[config.mk]
export PLATFORM = sky130hd
export DESIGN_NAME = mult_bist_ctrl
export DESIGN_NICKNAME = d
export VERILOG_FILES = /design/src/rtl/mult_bist_pkg.sv /design/src/rtl/mult_bist_timer.sv /design/src/rtl/mult_bist_ctrl.sv
export SDC_FILE = /design/constraint.sdc
export NUM_CORES = 1
export LEC_CHECK = 0
export CORE_ASPECT_RATIO = 1.1
export CORE_MARGIN = 4
export CORE_UTILIZATION = 44
export DETAILED_ROUTE_END_ITERATION = 10
export PLACE_DENSITY = 0.83
export SLEW_MARGIN = 15
export SYNTH_ARGS = -nofsm -noshare
export SYNTH_HDL_FRONTEND = slang
export SYNTH_SLANG_ARGS = --single-unit
[constraint.sdc]
create_clock -name clk -period 5 [get_ports clk]
set_input_delay 1 -clock clk [delete_from_list [all_inputs] [get_ports clk]]
set_output_delay 1 -clock clk [all_outputs]
set_load 0.01 [all_outputs]
[src/rtl/mult_bist_pkg.sv]
// mult_bist_pkg: shared state encoding and default widths for the mult_block BIST sequencer
package mult_bist_pkg;
  typedef enum logic [2:0] {IDLE, HOLD, RUN, CHECK, DONE} bist_state_t;
  localparam int SIG_W_DEF = 16;
  localparam int CNT_W_DEF = 8;
endpackage

[src/rtl/mult_bist_timer.sv]
// mult_bist_timer: loadable down-counter that parks at zero and flags it
module mult_bist_timer #(
  parameter int W = 7
) (
  input  logic         clk,
  input  logic         reset,
  input  logic         load,
  input  logic [W-1:0] load_val,
  output logic         zero
);
  logic [W-1:0] cnt_q, cnt_d;
  always_comb cnt_d = load ? load_val : (cnt_q != '0 ? cnt_q - W'(1) : cnt_q);
  always_ff @(posedge clk) cnt_q <= reset ? '0 : cnt_d;
  assign zero = cnt_q == '0;
endmodule

[src/rtl/mult_bist_ctrl.sv]
// mult_bist_ctrl: BIST sequencer holding mult_block in reset, running it, and checking its signature
module mult_bist_ctrl
  import mult_bist_pkg::*;
#(
  parameter int              SIG_W        = SIG_W_DEF,
  parameter int              NUM_CYCLES   = 100,
  parameter int              RESET_CYCLES = 3,
  parameter logic [SIG_W-1:0] GOLDEN_SIG  = '0,
  parameter int              CNT_W        = CNT_W_DEF
) (
  input  logic             clk,
  input  logic             reset,
  input  logic             start,
  input  logic             abort,
  input  logic             loop_en,
  input  logic [SIG_W-1:0] dut_signature,
  output logic             dut_reset,
  output logic             busy,
  output logic             done,
  output logic             pass,
  output logic [SIG_W-1:0] sig_captured,
  output logic [CNT_W-1:0] run_count,
  output logic [CNT_W-1:0] fail_count
);
  localparam int MAXC = NUM_CYCLES > RESET_CYCLES ? NUM_CYCLES : RESET_CYCLES;
  localparam int TW   = MAXC > 1 ? $clog2(MAXC) : 1;
  bist_state_t      state_q, state_d;
  logic             dut_reset_q, dut_reset_d, busy_q, busy_d, done_q, done_d, pass_q, pass_d;
  logic [SIG_W-1:0] sig_q, sig_d;
  logic [CNT_W-1:0] run_q, run_d, fail_q, fail_d;
  logic             load, zero;
  logic [TW-1:0]    load_val;
  mult_bist_timer #(.W(TW)) u_timer (
    .clk(clk), .reset(reset), .load(load), .load_val(load_val), .zero(zero)
  );
  always_comb begin
    state_d = state_q;
    sig_d   = sig_q;
    pass_d  = pass_q;
    run_d   = run_q;
    fail_d  = fail_q;
    case (state_q)
      IDLE:  state_d = (start && !abort) ? HOLD : IDLE;
      HOLD:  state_d = abort ? IDLE : (zero ? RUN : HOLD);
      RUN: begin
        state_d = abort ? IDLE : (zero ? CHECK : RUN);
        sig_d   = (!abort && zero) ? dut_signature : sig_q;
      end
      CHECK: begin
        state_d = abort ? IDLE : DONE;
        pass_d  = abort ? 1'b0 : sig_q == GOLDEN_SIG;
        run_d   = (abort || &run_q) ? run_q : run_q + CNT_W'(1);
        fail_d  = (abort || &fail_q || sig_q == GOLDEN_SIG) ? fail_q : fail_q + CNT_W'(1);
      end
      DONE:    state_d = (loop_en && !abort) ? HOLD : IDLE;
      default: state_d = IDLE;
    endcase
    if (abort && state_q inside {HOLD, RUN}) pass_d = 1'b0;
    // Timer is loaded only on entry so each phase counts its full length
    load        = state_d != state_q && state_d inside {HOLD, RUN};
    load_val    = state_d == RUN ? TW'(NUM_CYCLES - 1) : TW'(RESET_CYCLES - 1);
    dut_reset_d = state_d != RUN;
    busy_d      = state_d != IDLE;
    done_d      = state_d == DONE;
  end
  always_ff @(posedge clk) begin
    if (reset) begin
      state_q     <= IDLE;
      dut_reset_q <= 1'b1;
      busy_q      <= 1'b0;
      done_q      <= 1'b0;
      pass_q      <= 1'b0;
      sig_q       <= '0;
      run_q       <= '0;
      fail_q      <= '0;
    end else begin
      state_q     <= state_d;
      dut_reset_q <= dut_reset_d;
      busy_q      <= busy_d;
      done_q      <= done_d;
      pass_q      <= pass_d;
      sig_q       <= sig_d;
      run_q       <= run_d;
      fail_q      <= fail_d;
    end
  end
  assign dut_reset    = dut_reset_q;
  assign busy         = busy_q;
  assign done         = done_q;
  assign pass         = pass_q;
  assign sig_captured = sig_q;
  assign run_count    = run_q;
  assign fail_count   = fail_q;
endmodule

; ---- Yosys cells after proc, flatten, opt, wreduce, memory -nomap -nowiden
; Cells that the tools add are included.
; W data, S select, Z words.
[totals]
register_bits = 46
elab_cells = 58
output_inout_bits = 36
[classes]
n_reduce_logical = 23
n_eq_ne = 9
n_addsub = 3
n_bitwise = 2
muxes = 12
[op_table]
columns = operator, n
row1 = $mux W7, 3
row2 = $add A8 B1 Y8 const B, 2
row3 = $logic_not A16 Y1, 1
row4 = $reduce_and A8 Y1, 2
row5 = $pmux W3 S5, 1
row6 = $eq A3 B2 Y1 const B, 3
row7 = $logic_not A7 Y1, 1
row8 = $reduce_bool A7 Y1, 1
row9 = $sub A7 B1 Y7 const B, 1
row10 = $eq A3 B1 Y1 const B, 2
row11 = $eq A3 B3 Y1 const B, 2
row12 = $mux W2, 3
row13 = $reduce_and A2 Y1, 3
row14 = $reduce_bool A2 Y1, 3
row15 = $logic_and A1 B1 Y1, 5
row16 = $mux W1, 4
row17 = $logic_not A3 Y1, 1
row18 = $logic_or A1 B1 Y1, 3
row19 = $mux W3, 1
row20 = $ne A3 B2 Y1 const B, 1
row21 = $ne A3 B3 Y1, 1
row22 = $reduce_bool A3 Y1, 1
row23 = $not A1 Y1, 2
row24 = $reduce_or A2 Y1, 1
row25 = $logic_not A1 Y1, 1

; ---- Logic depth before layout (Yosys ltp)
[logic_depth]
ltp_word = 8
ltp_mapped = 10
mapped_depth_nobuf = 7

; ---- Hierarchy
; From an unflattened synthesis, not the netlist that was laid out.
[hier_totals]
hier_cells = 241
hier_area_um2 = 2174.6
[modules_own_cells]
columns = mod, cells_each, seq_area_each_um2, n_inst, area_per_inst_um2
row1 = mult_bist_ctrl, 187, 780.7, 1, 1749.2
row2 = mult_bist_timer, 54, 140.1, 1, 425.4

; ---- Least setup slack after synthesis
; Ideal clock, no wire load.
[synth_timing]
path_type = reg2reg
startpoint = register u_timer.cnt_q[0]
endpoint = register sig_q[10], in the netlist sig_captured[10]
setup_slack_ps = 2468
arrival_time_ps = 2405
stages_incl_launch_ff = 11
t_required_ps = 4872
synth_period_minus_slack_ps = 2532
path_buffers = 3
setup_ps = 128
path_cell_list = dfxtp_1 inv_1 ha_1 or3b_4 or4_1 buf_2 or4_4 buf_6 buf_12 mux2i_1 nor2_1
[synth_via]
elab_chain_len = 3
[synth_rtl]
columns = element, line_no
row1 = from (decl), mult_bist_timer.sv:11  ; logic [W-1:0] cnt_q, cnt_d;
row2 = from (signal assigned), mult_bist_timer.sv:13  ; always_ff @(posedge clk) cnt_q <= reset ? '0 : cnt_d;
row3 = $logic_not A7 Y1, mult_bist_timer.sv:14  ; assign zero = cnt_q == '0;
row4 = $logic_and A1 B1 Y1, mult_bist_ctrl.sv:47  ; sig_d = (!abort && zero) ? dut_signature : sig_q;
row5 = $reduce_and A2 Y1 (no line), -
row6 = to (signal assigned), mult_bist_ctrl.sv:82  ; sig_q <= sig_d;
row7 = to (decl), mult_bist_ctrl.sv:29  ; logic [SIG_W-1:0] sig_q, sig_d;
; No other way between the ends.
; A chain may end at the register's enable or synchronous reset.

; ---- Final worst setup path
[layout_timing]
startpoint = register u_timer.cnt_q[0]
endpoint = register sig_q[4], in the netlist sig_captured[4]
; The elaborated chain is that of the path after synthesis.

==> run summary <==
Outcome: finished clean
Maximum buffer depth of the clock tree: 2
Post-CTS sizing: 0
Rows: 25
Area Overhead vs Synth: 33.2%
Critical path type: flip-flop to flip-flop
Final hold vios: 0
Minimum clock period: 2.74 ns
Design Area, Final: 0.00266 mm²
Post-synthesis instance total: 217
N_diodes: 0
Reg power frac: 0.495
Synth async-reset ratio: 0
Final period util: 0.548
Slew headroom: 0.526
Final core occ: 0.612
Global route overflow: 0
Comb pwr share: 0.223
Worst-path clk slew: 0.08 ns
RSZ-0062 raised after global routing: no
Clock tree sinks: 46
Most numerous cell in the Yosys netlist: dfxtp_1
CP endpoint kind: flip-flop
Synth warn: 0
DRC: 0
Hold EP: pass
Worst-skew pair later-pin latency: 0.30 ns
Synth top area share: 0.461
Pre-antenna DRT Iters: 4
Syn_nets: 241
Post-CTS Setup Repair Bufs: 0
Hold depth: 2
DIE AREA: 0.00568 mm²
Clock share of power: 0.282
I/O pins: 57
FF-to-FF End: sig_captured[4]
Placed cell count: 318
Vias/cell: 5.25
Worst reg-to-reg path cell count: 7
Seq cells post-synth: 46
Starting density of the core: 0.460
Placed inst area: 0.00257 mm²
Cell Int Power: 593 µW
DR WL/cell: 14.0 µm
R2r setup slk: 2.26 ns
Setup violators final: 0
Synth area leader: dfxtp_1
CTS buffer count: 5
Static Leak: 1.02 nW
Final Non-Filler Cells: 326
Largest net degree at the start of global routing: 31
Chip Width: 72.3 µm
Via count: 1710
1st-iter DRT viols: 95
Synth Flop Type: dfxtp_1
Post-synth EDFFs: 0
Peak supply drop: 0.165 mV
Crit path DAT: 2.91 ns
Yosys cell types: 40
Layout cells sized above 1: 0.0478
CP Data Required Time: 5.17 ns
Routability cong.: 0.826
P per Cell Area: 312 mW/mm²
CTS tree: yes
Gr usage total: 0.170
Routed Antenna Nets: 0
Overall die height: 78.7 µm
Seq/Total Area, Yosys: 0.461
Sum Neg Setup Slack: 0 ns
Worst Hold Class: flip-flop to flip-flop
Final-report max-slew violation count: 0
Sw Ratio: 0.287
# port buffers: 56
Sw power: 238 µW
Antenna violations before repair: 0
Fmax: 365 MHz
Vias in the first global route: 1638
Core area: 0.00435 mm²
Synth cell count leaders: dfxtp_1 (46), nor2_1 (38), mux2i_1 (20)
First-pass GRT wire length: 7470 µm
Final wirelength: 4570 µm
Worst setup startpoint: u_timer.cnt_q[0]
Root buf cell: clkbuf_8
DP HPWL: 3270 µm
Setup Skew: 0.00596 ns
Hold path startpoint: pass
Syn avg cell area: 9.21 µm²
CTS Hold Bufs: 0
Synthesized cell area: 0.00200 mm²
CP Max Fanout: 16
Worst slew pin tran: 0.704 ns
Worst reg2reg startpoint: u_timer.cnt_q[0]
H-tree Lvls: 2
Synth area leaders: dfxtp_1 (46%), mux2i_1 (10%), nor2_1 (7.1%), xnor2_1 (5.7%), nor4_1 (3.8%)
Maxcap violations: 0
Startpoint Class: flip-flop
Final nets: 295
state kept, by name (all words and copies together) (netlist names):
register / count
run_count: 8
done: 1
state_q: 3
pass: 1
dut_reset: 1
u_timer.cnt_q: 7
fail_count: 8
busy: 1
sig_captured: 16
worst max-delay path, cell delays in order (launching register included):
cell and delay [ns]:
dfxtp_1 0.35, inv_1 0.06, ha_1 0.18, or3b_4 0.42
or4_1 0.59, or4_4 0.72, mux2i_1 0.22, nor2_1 0.06
worst max path at each step:
stage	endpoint	slack [ns]	cells after the start
after floorplan	sig_captured[10]	2.47	10
after global placement	fail_count[7]	2.03	6
after detailed placement	fail_count[7]	1.97	6
after CTS	sig_captured[4]	2.26	7
after global routing	sig_captured[4]	2.13	7
final	sig_captured[4]	2.26	7
per-layer routing:
layer	track usage	wire, µm
met4	0.0827	92
met3	0.0423	127
met2	0.281	2280
met1	0.201	2070
met5	0	0
kinds of logic after synthesis:
family | synth area share
AOI/OAI and AO/OA | 0.0639
xor gates and xnor gates | 0.0614
adders and majority gates | 0.0188
buffers and inverters | 0.0388
DFF | 0.461
muxes | 0.106
and+or+nand+nor | 0.250
placed cells by master (no fill, tap or decap), types with 2 or more instances in the layout:
cell             instances
ha_1                     3
nor2_1                  38
a21oi_1                  9
o21ai_0                  6
nor3_1                   3
nand2_1                 15
clkdlybuf4s50_1         56
dfxtp_1                 46
mux2i_1                 20
a31oi_1                  2
nor4_1                  12
nand3_1                  5
nor2b_1                  4
or4_1                    3
clkbuf_8                 6
nand2b_1                 3
xnor2_1                 13
inv_1                    4
nand4_1                  2
a211oi_1                 2
power by group through the flow:
| stage | combinational (mW) | sequential, mW | clock (mW) |
|---|---|---|---|
| 4_1_cts | 0.186 | 0.411 | 0.241 |
| 3_3_place_gp | 0.178 | 0.418 | 0 |
| 3_5_place_dp | 0.184 | 0.420 | 0 |
| 6_report | 0.186 | 0.412 | 0.234 |
| 5_1_grt | 0.207 | 0.416 | 0.261 |
| 2_1_floorplan | 0.144 | 0.415 | 0 |
metrics by stage:
| step | setup WS (ns) | total power [mW] | hold WS, ns |
|---|---|---|---|
| after CTS | 2.26 | 0.838 | 0.496 |
| after detailed placement | 1.97 | 0.604 | 0.477 |
| after global routing | 2.13 | 0.884 | 0.528 |
| final | 2.26 | 0.831 | 0.492 |
| after global placement | 2.03 | 0.596 | 0.482 |
| after floorplan | 2.47 | 0.559 | 0.474 |
area by class of cell:
class,count,area (µm²)
Tap cell,54,67.6
Clock inverter,1,5.00
Clock buffer,7,86.3
Sequential cell,46,921
Inverter,4,15.0
Fill cell,375,1690
Timing Repair Buffer,57,568
Multi-Input combinational cell,157,1000
Power figures use the tool's default switching activity.
